$ cat src/rtl/button_pkg.sv
// Shared types and helpers for the push-button conditioning slice.
// Optional feature macro: BTN_LONG_PRESS_EN (long-press detection).
package button_pkg;

  // Debounced level of one button channel.
  typedef enum logic {
    RELEASED = 1'b0,
    PRESSED  = 1'b1
  } btn_state_t;

  // Single-cycle event strobes produced on an accepted level change.
  typedef struct packed {
    logic press;
    logic rel;
  } btn_evt_t;

  localparam int unsigned MS_PER_S      = 32'd1000;
  localparam int unsigned MIN_DEB_CYCLES = 32'd2;

  // Converts a duration in milliseconds to a number of clock cycles.
  function automatic int unsigned ms_to_cycles(input int unsigned clk_hz,
                                               input int unsigned ms);
    return (clk_hz / MS_PER_S) * ms;
  endfunction

  // The debounce window needs at least two cycles to be meaningful.
  function automatic bit deb_cycles_ok(input int unsigned deb_cycles);
    return deb_cycles >= MIN_DEB_CYCLES;
  endfunction

  // The long-press point must lie strictly after the press is accepted.
  function automatic bit long_cycles_ok(input int unsigned long_cycles,
                                        input int unsigned deb_cycles);
    return long_cycles > deb_cycles;
  endfunction

endpackage

$ cat src/rtl/button_conditioner_if.sv
// Per-channel button bundle: raw pin in, conditioned level and strobes out.
// The channel logic is the master; consumers of button state use slave.
interface button_conditioner_if;

  logic raw_n;
  logic pressed;
  logic press_pulse;
  logic release_pulse;
  logic long_press;

  modport master (
    input  raw_n,
    output pressed,
    output press_pulse,
    output release_pulse,
    output long_press
  );

  modport slave (
    output raw_n,
    input  pressed,
    input  press_pulse,
    input  release_pulse,
    input  long_press
  );

endinterface

$ cat src/rtl/button_debounce_ch.sv
// One button channel: 2-flop synchronizer, RELEASED/PRESSED debounce FSM,
// registered press/release strobes and, with BTN_LONG_PRESS_EN, a hold
// counter that emits one long_press strobe per press.
module button_debounce_ch
  import button_pkg::*;
#(
  parameter int unsigned DEB_CYCLES  = 10,
  parameter int unsigned LONG_CYCLES = 50
) (
  input  logic                 clk,
  input  logic                 rst_n,
  button_conditioner_if.master ch
);

  localparam int unsigned DCNT_W = $clog2(DEB_CYCLES + 1);
  localparam logic [DCNT_W-1:0] DCNT_LAST = DCNT_W'(DEB_CYCLES - 1);

  // Reject parameter sets that make the debounce or hold timing meaningless.
  if (!deb_cycles_ok(DEB_CYCLES)) begin : g_deb_chk
    $error("button_debounce_ch: DEB_CYCLES must be at least 2");
  end
  if (!long_cycles_ok(LONG_CYCLES, DEB_CYCLES)) begin : g_long_chk
    $error("button_debounce_ch: LONG_CYCLES must exceed DEB_CYCLES");
  end

  logic              sync_meta_q;
  logic              sync_q;
  btn_state_t        sync_state;
  btn_state_t        state_q;
  btn_state_t        state_d;
  logic [DCNT_W-1:0] dcnt_q;
  logic [DCNT_W-1:0] dcnt_d;
  btn_evt_t          evt_q;
  btn_evt_t          evt_d;

  // Bring the inverted (active-high) pin into the clock domain.
  always_ff @(posedge clk or negedge rst_n) begin
    if (!rst_n) begin
      sync_meta_q <= 1'b0;
      sync_q      <= 1'b0;
    end else begin
      sync_meta_q <= ~ch.raw_n;
      sync_q      <= sync_meta_q;
    end
  end

  // Debounce state, counter and event strobe registers.
  always_ff @(posedge clk or negedge rst_n) begin
    if (!rst_n) begin
      state_q <= RELEASED;
      dcnt_q  <= '0;
      evt_q   <= '0;
    end else begin
      state_q <= state_d;
      dcnt_q  <= dcnt_d;
      evt_q   <= evt_d;
    end
  end

  // Accept a level change only after DEB_CYCLES consecutive differing samples;
  // any agreeing sample restarts the window.
  always_comb begin
    state_d    = state_q;
    dcnt_d     = '0;
    evt_d      = '0;
    sync_state = sync_q ? PRESSED : RELEASED;
    if (sync_state != state_q) begin
      if (dcnt_q == DCNT_LAST) begin
        state_d   = sync_state;
        evt_d.press = (sync_state == PRESSED);
        evt_d.rel   = (sync_state == RELEASED);
      end else begin
        dcnt_d = dcnt_q + DCNT_W'(1);
      end
    end
  end

  assign ch.pressed       = (state_q == PRESSED);
  assign ch.press_pulse   = evt_q.press;
  assign ch.release_pulse = evt_q.rel;

`ifdef BTN_LONG_PRESS_EN
  localparam int unsigned HCNT_W = $clog2(LONG_CYCLES + 1);
  localparam logic [HCNT_W-1:0] HCNT_MAX  = HCNT_W'(LONG_CYCLES);
  localparam logic [HCNT_W-1:0] HCNT_FIRE = HCNT_W'(LONG_CYCLES - DEB_CYCLES - 1);

  logic [HCNT_W-1:0] hcnt_q;
  logic [HCNT_W-1:0] hcnt_d;
  logic              long_q;
  logic              long_d;

  // Hold counter runs only while the press persists; the cycle the release is
  // accepted already clears it so a release can never coincide with a strobe.
  always_comb begin
    hcnt_d = '0;
    long_d = 1'b0;
    if ((state_q == PRESSED) && (state_d == PRESSED)) begin
      hcnt_d = (hcnt_q == HCNT_MAX) ? hcnt_q : hcnt_q + HCNT_W'(1);
      long_d = (hcnt_q == HCNT_FIRE);
    end
  end

  // Hold counter and long-press strobe registers.
  always_ff @(posedge clk or negedge rst_n) begin
    if (!rst_n) begin
      hcnt_q <= '0;
      long_q <= 1'b0;
    end else begin
      hcnt_q <= hcnt_d;
      long_q <= long_d;
    end
  end

  assign ch.long_press = long_q;
`else
  assign ch.long_press = 1'b0;
`endif

endmodule

$ cat src/rtl/button_conditioner.sv
// Conditions N_BUTTONS raw active-low push-buttons into debounced active-high
// levels plus press/release (and optional long-press) strobes.
// Optional feature macro: BTN_LONG_PRESS_EN.
module button_conditioner
  import button_pkg::*;
#(
  parameter int unsigned N_BUTTONS     = 4,
  parameter int unsigned CLK_HZ        = 50_000_000,
  parameter int unsigned DEBOUNCE_MS   = 10,
  parameter int unsigned LONG_PRESS_MS = 1000
) (
  input  logic                 sys_clk_50m,
  input  logic                 sys_rst_n,
  input  logic [N_BUTTONS-1:0] buttons_raw_n,
  output logic [N_BUTTONS-1:0] pressed,
  output logic [N_BUTTONS-1:0] press_pulse,
  output logic [N_BUTTONS-1:0] release_pulse,
  output logic [N_BUTTONS-1:0] long_press
);

  localparam int unsigned DEB_CYCLES  = ms_to_cycles(CLK_HZ, DEBOUNCE_MS);
  localparam int unsigned LONG_CYCLES = ms_to_cycles(CLK_HZ, LONG_PRESS_MS);

  // Independent channels, no arbitration between them.
  for (genvar i = 0; i < int'(N_BUTTONS); i++) begin : g_ch
    button_conditioner_if ch_if ();

    assign ch_if.raw_n = buttons_raw_n[i];

    button_debounce_ch #(
      .DEB_CYCLES  (DEB_CYCLES),
      .LONG_CYCLES (LONG_CYCLES)
    ) u_ch (
      .clk   (sys_clk_50m),
      .rst_n (sys_rst_n),
      .ch    (ch_if)
    );

    assign pressed[i]       = ch_if.pressed;
    assign press_pulse[i]   = ch_if.press_pulse;
    assign release_pulse[i] = ch_if.release_pulse;
    assign long_press[i]    = ch_if.long_press;
  end

endmodule

$ cat config.mk
export PLATFORM = sky130hd
export DESIGN_NAME = button_conditioner
export DESIGN_NICKNAME = d
export VERILOG_FILES = /design/src/rtl/button_pkg.sv /design/src/rtl/button_conditioner_if.sv /design/src/rtl/button_debounce_ch.sv /design/src/rtl/button_conditioner.sv
export SDC_FILE = /design/constraint.sdc
export NUM_CORES = 1
export LEC_CHECK = 0
export BUFFER_PORTS_ARGS = -buffer_cell sky130_fd_sc_hd__clkbuf_2
export CORE_AREA = 2 2 85 120
export DETAILED_ROUTE_END_ITERATION = 10
export DIE_AREA = 0 0 87 122
export PLACE_DENSITY = 0.66
export SETUP_SLACK_MARGIN = 0.5
export SYNTH_ARGS = -nofsm -noshare
export SYNTH_HDL_FRONTEND = slang
export SYNTH_SLANG_ARGS = --single-unit
export TNS_END_PERCENT = 10
$ cat constraint.sdc
create_clock -name sys_clk_50m -period 2.26 [get_ports sys_clk_50m]
set_input_delay 0.452 -clock sys_clk_50m [delete_from_list [all_inputs] [get_ports sys_clk_50m]]
set_output_delay 0.452 -clock sys_clk_50m [all_outputs]
set_load 0.05 [all_outputs]
Yosys cells after proc, flatten, opt, wreduce, memory -nomap -nowiden
Cells that the tools add are included.
{"block": "word_totals", "inputBits": 6, "wordCells": 68, "out_inout_bits": 16, "regBits": 96}
{"block": "op_classes", "n_bitwise": 8, "n_reduce_logical": 4, "add_sub_neg": 4, "muxes": 20, "n_eq_ne": 8}
{"cell": "2-to-1 mux 19 bit", "count": 8}
{"cell": "adder 19 x 1 -> 19 bit, second input constant", "count": 4}
{"cell": "equality test 19 bit, second input constant", "count": 4}
{"cell": "2-to-1 mux 2 bit", "count": 8}
{"cell": "inverter 1 bit", "count": 8}
{"cell": "AND reduction 2 bit", "count": 4}
{"cell": "2-to-1 mux 1 bit", "count": 4}
{"cell": "inequality test 1 bit", "count": 4}

Logic depth before layout (Yosys ltp)
Gate-level depths: netlist (run 1).
{"block": "logic_depth", "ltp_word": 4, "ltp_mapped": 8, "ltp_nobuf": 5}

Cells and area by module
From an unflattened synthesis (run 1), not the netlist that was laid out.
{"block": "hier_totals", "cells_unflattened": 464, "area_unflattened_um2": 4794.6}
{"mod": "button_debounce_ch", "area_per_inst_um2": 1168.6, "instances": 4, "cells_per_inst": 112, "seq_area_each_um2": 600.6}
{"mod": "button_conditioner", "area_per_inst_um2": 120.1, "instances": 1, "cells_per_inst": 16, "seq_area_each_um2": 0.0}

Least setup slack after synthesis (run 1)
No wires, ideal clock.
{"block": "synth_timing", "path_type": "flip-flop to flip-flop", "start": "register g_ch[2].u_ch.dcnt_q[0]", "end": "register g_ch[2].u_ch.dcnt_q[10]", "period_less_slack_ps": 1795, "stages_incl_launch_ff": 8, "required_time_ps": 2139, "path_buffers": 2, "arrival_time_ps": 1674, "path_slack_ps": 465, "path_cell_list": "dfrtp_1 -> ha_1 -> and4_1 -> buf_2 -> nand3_1 -> o31ai_2 -> buf_2 -> nor2_1"}
{"block": "synth_between", "elab_chain_cells": 3, "word_cells_on_any_way": 4, "classes_between": "add/sub: 1; eq/ne: 1; mux: 2"}
{"item": "from (decl)", "line": "button_debounce_ch.sv:31", "rtl": "logic [DCNT_W-1:0] dcnt_q;"}
{"item": "from (signal assigned)", "line": "button_debounce_ch.sv:55", "rtl": "dcnt_q <= dcnt_d;"}
{"item": "adder 19 x 1 -> 19 bit / equality test 19 bit (equally long branches)", "line": "button_debounce_ch.sv:73, button_debounce_ch.sv:68"}
{"item": "2-to-1 mux 19 bit *", "line": "button_debounce_ch.sv:68", "rtl": "if (dcnt_q == DCNT_LAST) begin"}
{"item": "2-to-1 mux 19 bit *", "line": "button_debounce_ch.sv:67", "rtl": "if (sync_state != state_q) begin"}
{"item": "named net g_ch[2].u_ch.dcnt_d[10]", "line": "button_debounce_ch.sv:32", "rtl": "logic [DCNT_W-1:0] dcnt_d;"}
Mark *: on every way through the listed nets, which the timed path passes. The rest lies on a longest branch.
A chain may end at the register's enable or synchronous reset.

Worst setup path in the final report (run 1)
{"block": "layout_timing", "start": "register g_ch[1].u_ch.dcnt_q[10]", "end": "register g_ch[1].u_ch.dcnt_q[17]"}
{"block": "layout_between", "elab_chain_cells": 3, "word_cells_on_any_way": 4, "classes_between": "add/sub: 1; eq/ne: 1; mux: 2"}
{"item": "from (decl)", "line": "button_debounce_ch.sv:31"}
{"item": "from (signal assigned)", "line": "button_debounce_ch.sv:55"}
{"item": "adder 19 x 1 -> 19 bit / equality test 19 bit (equally long branches)", "line": "button_debounce_ch.sv:73, button_debounce_ch.sv:68"}
{"item": "2-to-1 mux 19 bit *", "line": "button_debounce_ch.sv:68"}
{"item": "2-to-1 mux 19 bit *", "line": "button_debounce_ch.sv:67"}
{"item": "named net g_ch[1].u_ch.dcnt_d[17]", "line": "button_debounce_ch.sv:32"}
Marks and branches as above.

==> run_results.csv, run 1 <==
group,metric,value,unit
run_status,outcome,"finished, final reports clean",
critical_path,critPathMaxStageDelay,0.42,ns
synthesis,synth_top_family_by_area,"simple AND/OR/NAND/NOR gates",
clock_tree,clock-sinks,96,
placement,place.gp.congestion,0.874,
route,totalWireLength,8.78,mm
timing,grt_setup_unrepaired,"true",
synthesis,synth_compound_area_share,6.24,%
power,p_comb_share,4.0,%
critical_path,crit_chain,"buf_6 -> and4_4 -> nand4_1 -> buf_4 -> or4_1 -> a21oi_2",
power,p_seq_share,50.3,%
timing,finalCritPeriodShare,80.7,%
synthesis,async_reset_ff_share,100,%
critical_path,path_delay_family,"simple AND/OR/NAND/NOR gates",
placement,dpl.hpwl,5.91,mm
clock_tree,root_buffer,"clkbuf_16",
hold_path,hold_class,"in -> async",
synthesis,netlist_top_cells_area,"dfrtp_1 (52%), xnor2_1 (5.3%), xor2_1 (4.3%), nor2_1 (4.1%), nand4_1 (2.8%)",
timing,hold_viol,0,
die,die_height,122,µm
layout,area_growth,15.2,%
power,p_switching,0.000759,W
route,drt-pass1-iter-count,4,
route,vias,3404,
timing,fin_hold_ws,0.0223,ns
clock_tree,postCtsHoldBufs,0,
clock_tree,ctsHtreeMaxLevel,3,
synthesis,yosys.area_share.simple,25.4,%
route,wl_per_cell,14.7,µm
synthesis,yosys_warnings,0,
synthesis,synth-seq-cells,96,
clock_tree,insertion_delay,0.34,ns
global_route,grt_pass1_wl,14.9,mm
synthesis,synth_area,4650,µm²
route,viasPerCell,5.70,
synthesis,yosysSeqAreaShare,51.7,%
timing,fmax,548,MHz
critical_path,worst-path-stages,6,
synthesis,synthCells,451,
timing,setup_tns,0,ns
timing,setup_viol,0,
route,drt-initial-drc-count,142,
clock_tree,cts_made_buffers,9,
power,max-vdd-ir-drop,0.399,mV
synthesis,syn_avg_cell_area,10.3,µm²
power,switching_share,21.6,%
die,ios,22,
layout,fillCellCount,820,
synthesis,synth_flop_cell,"dfrtp_1",
critical_path,critical_path_buf_inv_count,2,
timing,post-route-min-period,1.82,ns
power,p_clk_share,45.7,%
critical_path,rr_worst_depth,6,
die,start_util,48.3,%
critical_path,crit_slowest_cell,"dfrtp_1",
layout,design_area,5360,µm²
critical_path,cp-start-kind,"flip-flop",
layout,diodes,0,
synthesis,synthMuxAreaShare,0.969,%
critical_path,required,2.53,ns
layout,drive_above_1_share,19.0,%
die,core_area,9630,µm²
synthesis,synth_fa_ha_area_share,1.08,%
layout,final_cells,597,
synthesis,netlist.area_leader.share,51.7,%
global_route,grt_start_max_net_pins,58,
clock_tree,cts_buffer_depth,2,
placement,dp.cells,563,
global_route,grtUsageTotal,17.6,%
synthesis,synth_cell_types,41,
power,p_leak,2.25,nW
critical_path,endpoint_kind,"flip-flop",
layout,nets,490,
timing,skew,0.00754,ns
die,die_w,87,µm
route,ant_nets,0,
power,finalPower,0.00352,W
placement,dpl_cell_area,4800,µm²
power,power.density,657,nW/µm²
global_route,grt_pass1_vias,3329,
synthesis,synth_edf_count,0,
die,die-area,10600,µm²
placement,port_buffers,17,
global_route,antenna_found_initial,0,
critical_path,cp.arrival,2.10,ns
job,cap_violations,0,
critical_path,setup.worst_path.class,"reg -> reg",
global_route,grt_overflow_total,0,
route,drc,0,
die,row_count,43,
clock_tree,tritoncts,"yes",
synthesis,yosysTopAreaCell,"dfrtp_1",
clock_tree,clk_pin_slew_worst_paths,0.06,ns
synthesis,synthXorXnorAreaFrac,9.61,%
timing,slew_violations,0,
critical_path,crit_path_max_fanout,7,
power,p_int,0.00276,W
-- stage by stage --
step | util, % | worst slack (ns)
floorplan | - | 0.508
global placement | 49.8 | 0.421
detailed placement | 49.8 | 0.380
CTS | 54.4 | 0.466
global route | 55.6 | 0.352
finish | 55.6 | 0.435
-- state kept, by name (all words and copies together) (netlist names) --
register                    flops
g_ch.u_ch.ch.press_pulse        4
g_ch.u_ch.ch.pressed            4
g_ch.u_ch.dcnt_q               76
g_ch.u_ch.sync_meta_q           4
g_ch.u_ch.sync_q                4
g_ch.u_ch.ch.release_pulse      4
-- Yosys cell counts (3+ instances only) --
cell and number:
dfrtp_1 96, nor2_1 51, xnor2_1 28, xor2_1 23, a21oi_1 22, nand2_1 22
nand3_1 22, nand4_1 21, buf_4 16, inv_1 13, and3_1 12, o31ai_1 12
or4_1 12, or3_1 11, buf_2 10, nor3b_1 10, o21ai_0 10, nor4_1 8
nor3_1 6, and2_1 5, and4_1 5, ha_1 4, clkbuf_1 3
-- final timing paths --
kind | start | to | slack (ns)
max | g_ch[1].u_ch.dcnt_q[10] | g_ch[1].u_ch.dcnt_q[17] | 0.44
min | sys_rst_n | g_ch[2].u_ch.dcnt_q[2] | 0.02
max reg2reg | g_ch[1].u_ch.dcnt_q[10] | g_ch[1].u_ch.dcnt_q[17] | 0.44
min reg2reg | g_ch[2].u_ch.sync_meta_q | g_ch[2].u_ch.sync_q | 0.35
max in group asynchronous | sys_rst_n | g_ch[1].u_ch.dcnt_q[7] | 1.62
min in group sys_clk_50m | buttons_raw_n[3] | g_ch[3].u_ch.sync_meta_q | 0.24
-- repair_timing --
| item | 4_1_cts | 5_1_grt |
|---|---|---|
| gates cloned | 0 | 0 |
| endpoints found under the hold margin | 0 | 0 |
| endpoints found under the setup margin | 10 | 50 |
| buffers inserted | 13 | 5 |
| pin swaps | 4 | 8 |
| resized for setup | 7 | 15 |
-- layout by cell type (no fill, tap or decap), types with 2 or more instances in the layout --
master and instances:
or3_1 10, xor2_1 23, xnor2_1 28, ha_4 2
a21oi_2 3, clkbuf_16 9, o21ai_0 10, nand3_1 22
nor2_1 51, and3_1 11, o31ai_1 12, or3_4 3
inv_1 13, nand3_2 2, nor3_1 6, buf_4 26
and4_1 4, or4_4 2, nand3b_1 2, or2_4 2
clkinv_2 2, nor4b_1 2, clkbuf_2 16, mux2_2 2
and2_1 5, nand2_1 22, dfrtp_1 95, bufinv_16 2
a21oi_1 19, or4_1 12, nor4_1 6, conb_1 4
nor3b_1 10, nand4_1 21
-- worst reg2reg max path, stage by stage, from the launching register on --
cell     delay, ns
dfrtp_1       0.42
buf_6         0.12
and4_4        0.22
nand4_1       0.22
buf_4         0.22
or4_1         0.42
a21oi_2       0.13
-- routing by layer --
metal / global-route usage, % / up-vias / wire [µm] / part of all wire, %
met1: 21.7 / 1696 / 3840 / 44
li1: - / 1640 / - / -
met5: 0 / - / 0 / 0
met2: 29.6 / 47 / 4520 / 52
met4: 8.11 / 0 / 189 / 2.2
met3: 3.46 / 21 / 224 / 2.6
-- cells by family after synthesis --
kind of cell    after synthesis
mux                           4
buf+inv                      42
xor+xnor                     51
compound gates               48
flops                        96
fa+ha+maj                     4
simple gates                205
other cells                   1
-- power groups by stage --
stage	Sequential (W)	Combinational (W)	Clock, W
after floorplan	0.00179	0.0000701	0
after global routing	0.00177	0.000158	0.00172
after global placement	0.00180	0.000128	0
after detailed placement	0.00180	0.000129	0
after CTS	0.00177	0.000136	0.00166
final	0.00177	0.000140	0.00161
-- layout make-up --
class                   count  area (µm²)  share of cell area, %
repair buffers             44         307                   5.72
flip-flops and latches     96        2400                   44.9
multi-input cells         316        2140                   39.9
inverters                  13        48.8                  0.911
clock inverters             7        95.1                   1.78
clock buffers               9         225                   4.21
well taps                 112         140                   2.62
Note: power is estimated with default switching activity, not from simulation.
==> inputs of run 2 (changes only) <==
==> constraint.sdc (replaced) <==
create_clock -name sys_clk_50m -period 1.9 [get_ports sys_clk_50m]
set_input_delay 0.38 -clock sys_clk_50m [delete_from_list [all_inputs] [get_ports sys_clk_50m]]
set_output_delay 0.38 -clock sys_clk_50m [all_outputs]
set_load 0.05 [all_outputs]
==> run_results.csv, run 2 (synthesis gave the netlist of run 1 again) <==
group,metric,value,unit
die,die-area,10600,µm²
die,ios,22,
route,ant_nets,0,
clock_tree,cts_buffer_depth,2,
global_route,grtUsageTotal,19.9,%
route,drt-initial-drc-count,208,
critical_path,critPathMaxStageDelay,0.42,ns
hold_path,hold_path_depth,2,
route,totalWireLength,10.4,mm
hold_path,hold_class,"in -> reg",
critical_path,crit_path_max_fanout,8,
route,viasPerCell,5.60,
clock_tree,cts_made_buffers,9,
clock_tree,clock-sinks,96,
timing,setup_tns,0,ns
clock_tree,ctsHtreeMaxLevel,3,
die,die_height,122,µm
placement,port_buffers,17,
clock_tree,root_buffer,"clkbuf_16",
route,drc,0,
critical_path,required,2.13,ns
power,p_leak,2.52,nW
layout,area_growth,27.7,%
power,power.density,727,nW/µm²
run_status,outcome,"finished, final reports clean",
global_route,grt_pass1_vias,3669,
layout,nets,540,
timing,setup_viol,0,
clock_tree,insertion_delay,0.34,ns
global_route,antenna_found_initial,0,
critical_path,rrSetupSlack,0.12,ns
critical_path,crit_chain,"nor4_4 -> buf_4 -> buf_6 -> nand3_4 -> o31ai_4 -> buf_4 -> clkbuf_16 -> nor2_1",
route,vias,3622,
job,cap_violations,0,
critical_path,rr_worst_depth,8,
critical_path,critical_path_buf_inv_count,4,
hold_path,min_to,"g_ch[1].u_ch.sync_meta_q",
global_route,grt_start_max_net_pins,60,
timing,slew_violations,0,
critical_path,crit_slowest_cell,"dfrtp_1",
critical_path,worstReg2RegEnd,"g_ch[2].u_ch.dcnt_q[12]",
timing,grt_setup_unrepaired,"true",
critical_path,rr_startpoint,"g_ch[2].u_ch.dcnt_q[14]",
layout,largest_register_ffs,76,
timing,hold_viol,0,
timing,finalCritPeriodShare,93.5,%
route,wl_per_cell,16.1,µm
layout,top_register,"g_ch.u_ch.dcnt_q",
layout,drive_above_1_share,32.7,%
power,max-vdd-ir-drop,0.400,mV
critical_path,cp.arrival,2.00,ns
hold_path,min_from,"buttons_raw_n[1]",
placement,dpl.hpwl,6.08,mm
layout,most-common-layout-cells,"dfrtp_1 (80), buf_4 (71), nor2_1 (51)",
critical_path,setup.worst_path.class,"reg -> reg",
timing,post-route-min-period,1.78,ns
route,drt-pass1-iter-count,4,
placement,place.gp.congestion,0.830,
clock_tree,clk_pin_slew_worst_paths,0.07,ns
layout,diodes,0,
critical_path,path_common_cell,"buf_4",
layout,final_common_cell,"dfrtp_1",
global_route,grt_pass1_wl,16.7,mm
critical_path,endpoint_kind,"flip-flop",
critical_path,cp-start-kind,"flip-flop",
die,start_util,48.3,%
die,core_area,9630,µm²
clock_tree,tritoncts,"yes",
timing,skew,0.00649,ns
global_route,grt_overflow_total,0,
die,row_count,43,
critical_path,path_delay_family,"buffers and inverters",
timing,fmax,563,MHz
layout,final_core_util,61.6,%
die,die_w,87,µm
run 2: cell types whose count changed in the layout (fill, tap and decap cells not counted), moves of 3 or more:
| cell | previous run | this run |
|---|---|---|
| nand3_1 | 22 | 18 |
| or4_4 | 2 | 5 |
| dfrtp_1 | 95 | 80 |
| buf_4 | 26 | 71 |
| nor3b_2 | 0 | 3 |
| nor3b_1 | 10 | 7 |
| or4_1 | 12 | 9 |
| dfrtp_2 | 1 | 16 |
run 2: area by class of cell:
| cell class | instances | area (µm²) |
|---|---|---|
| clock inverters | 4 | 76.3 |
| multi-input cells | 316 | 2260 |
| fillers | 735 | 3690 |
| flip-flops and latches | 96 | 2420 |
| repair buffers | 94 | 736 |
| well taps | 112 | 140 |
| inverters | 13 | 48.8 |
| clock buffers | 12 | 256 |
run 2: per-stage QoR:
step | instances | instance area [µm²] | total power [W] | hold slack [ns] | setup slack [ns]
floorplan | 454 | 4710 | 0.00222 | 0.0844 | 0.180
global placement | 571 | 4890 | 0.00230 | 0.306 | 0.124
detailed placement | 571 | 4890 | 0.00230 | 0.306 | 0.0624
CTS | 629 | 5650 | 0.00432 | 0.159 | 0.148
global route | 647 | 5940 | 0.00447 | 0.171 | 0.0624
finish | 647 | 5940 | 0.00432 | 0.171 | 0.123
run 2: layer usage:
metal / GRT usage, % / part of all wire (%) / vias to the layer above
li1: - / - / 1744
met5: 0 / 0 / -
met1: 23.0 / 41 / 1783
met4: 8.59 / 3.1 / 0
met2: 34.8 / 54 / 68
met3: 4.40 / 2.7 / 27
run 2: worst max path at each step:
stage	startpoint	to	slack, ns	cells after the start
after CTS	g_ch[2].u_ch.dcnt_q[5]	g_ch[2].u_ch.ch.pressed	0.15	4
after global routing	g_ch[2].u_ch.dcnt_q[14]	g_ch[2].u_ch.dcnt_q[7]	0.06	8
after floorplan	g_ch[1].u_ch.dcnt_q[14]	g_ch[1].u_ch.ch.pressed	0.18	4
final	g_ch[2].u_ch.dcnt_q[14]	g_ch[2].u_ch.dcnt_q[12]	0.12	8
after detailed placement	g_ch[1].u_ch.dcnt_q[11]	g_ch[1].u_ch.ch.pressed	0.06	4
after global placement	g_ch[1].u_ch.dcnt_q[14]	g_ch[1].u_ch.ch.pressed	0.12	4
run 2: repair_timing:
item                                    CTS  global route
cloned                                    0             2
buffers inserted                         41            16
hold buffers                              1             0
pin swaps                                25            11
hold endpoints to repair                 22             0
endpoints found under the setup margin   88            88
resized for setup                        28            30
run 2: power by group:
part,switching (W),internal [W],leakage (nW)
sequential,0.0000339,0.00207,1.29
combinational,0.000124,0.0000892,1.07
clock,0.000768,0.00123,0.159
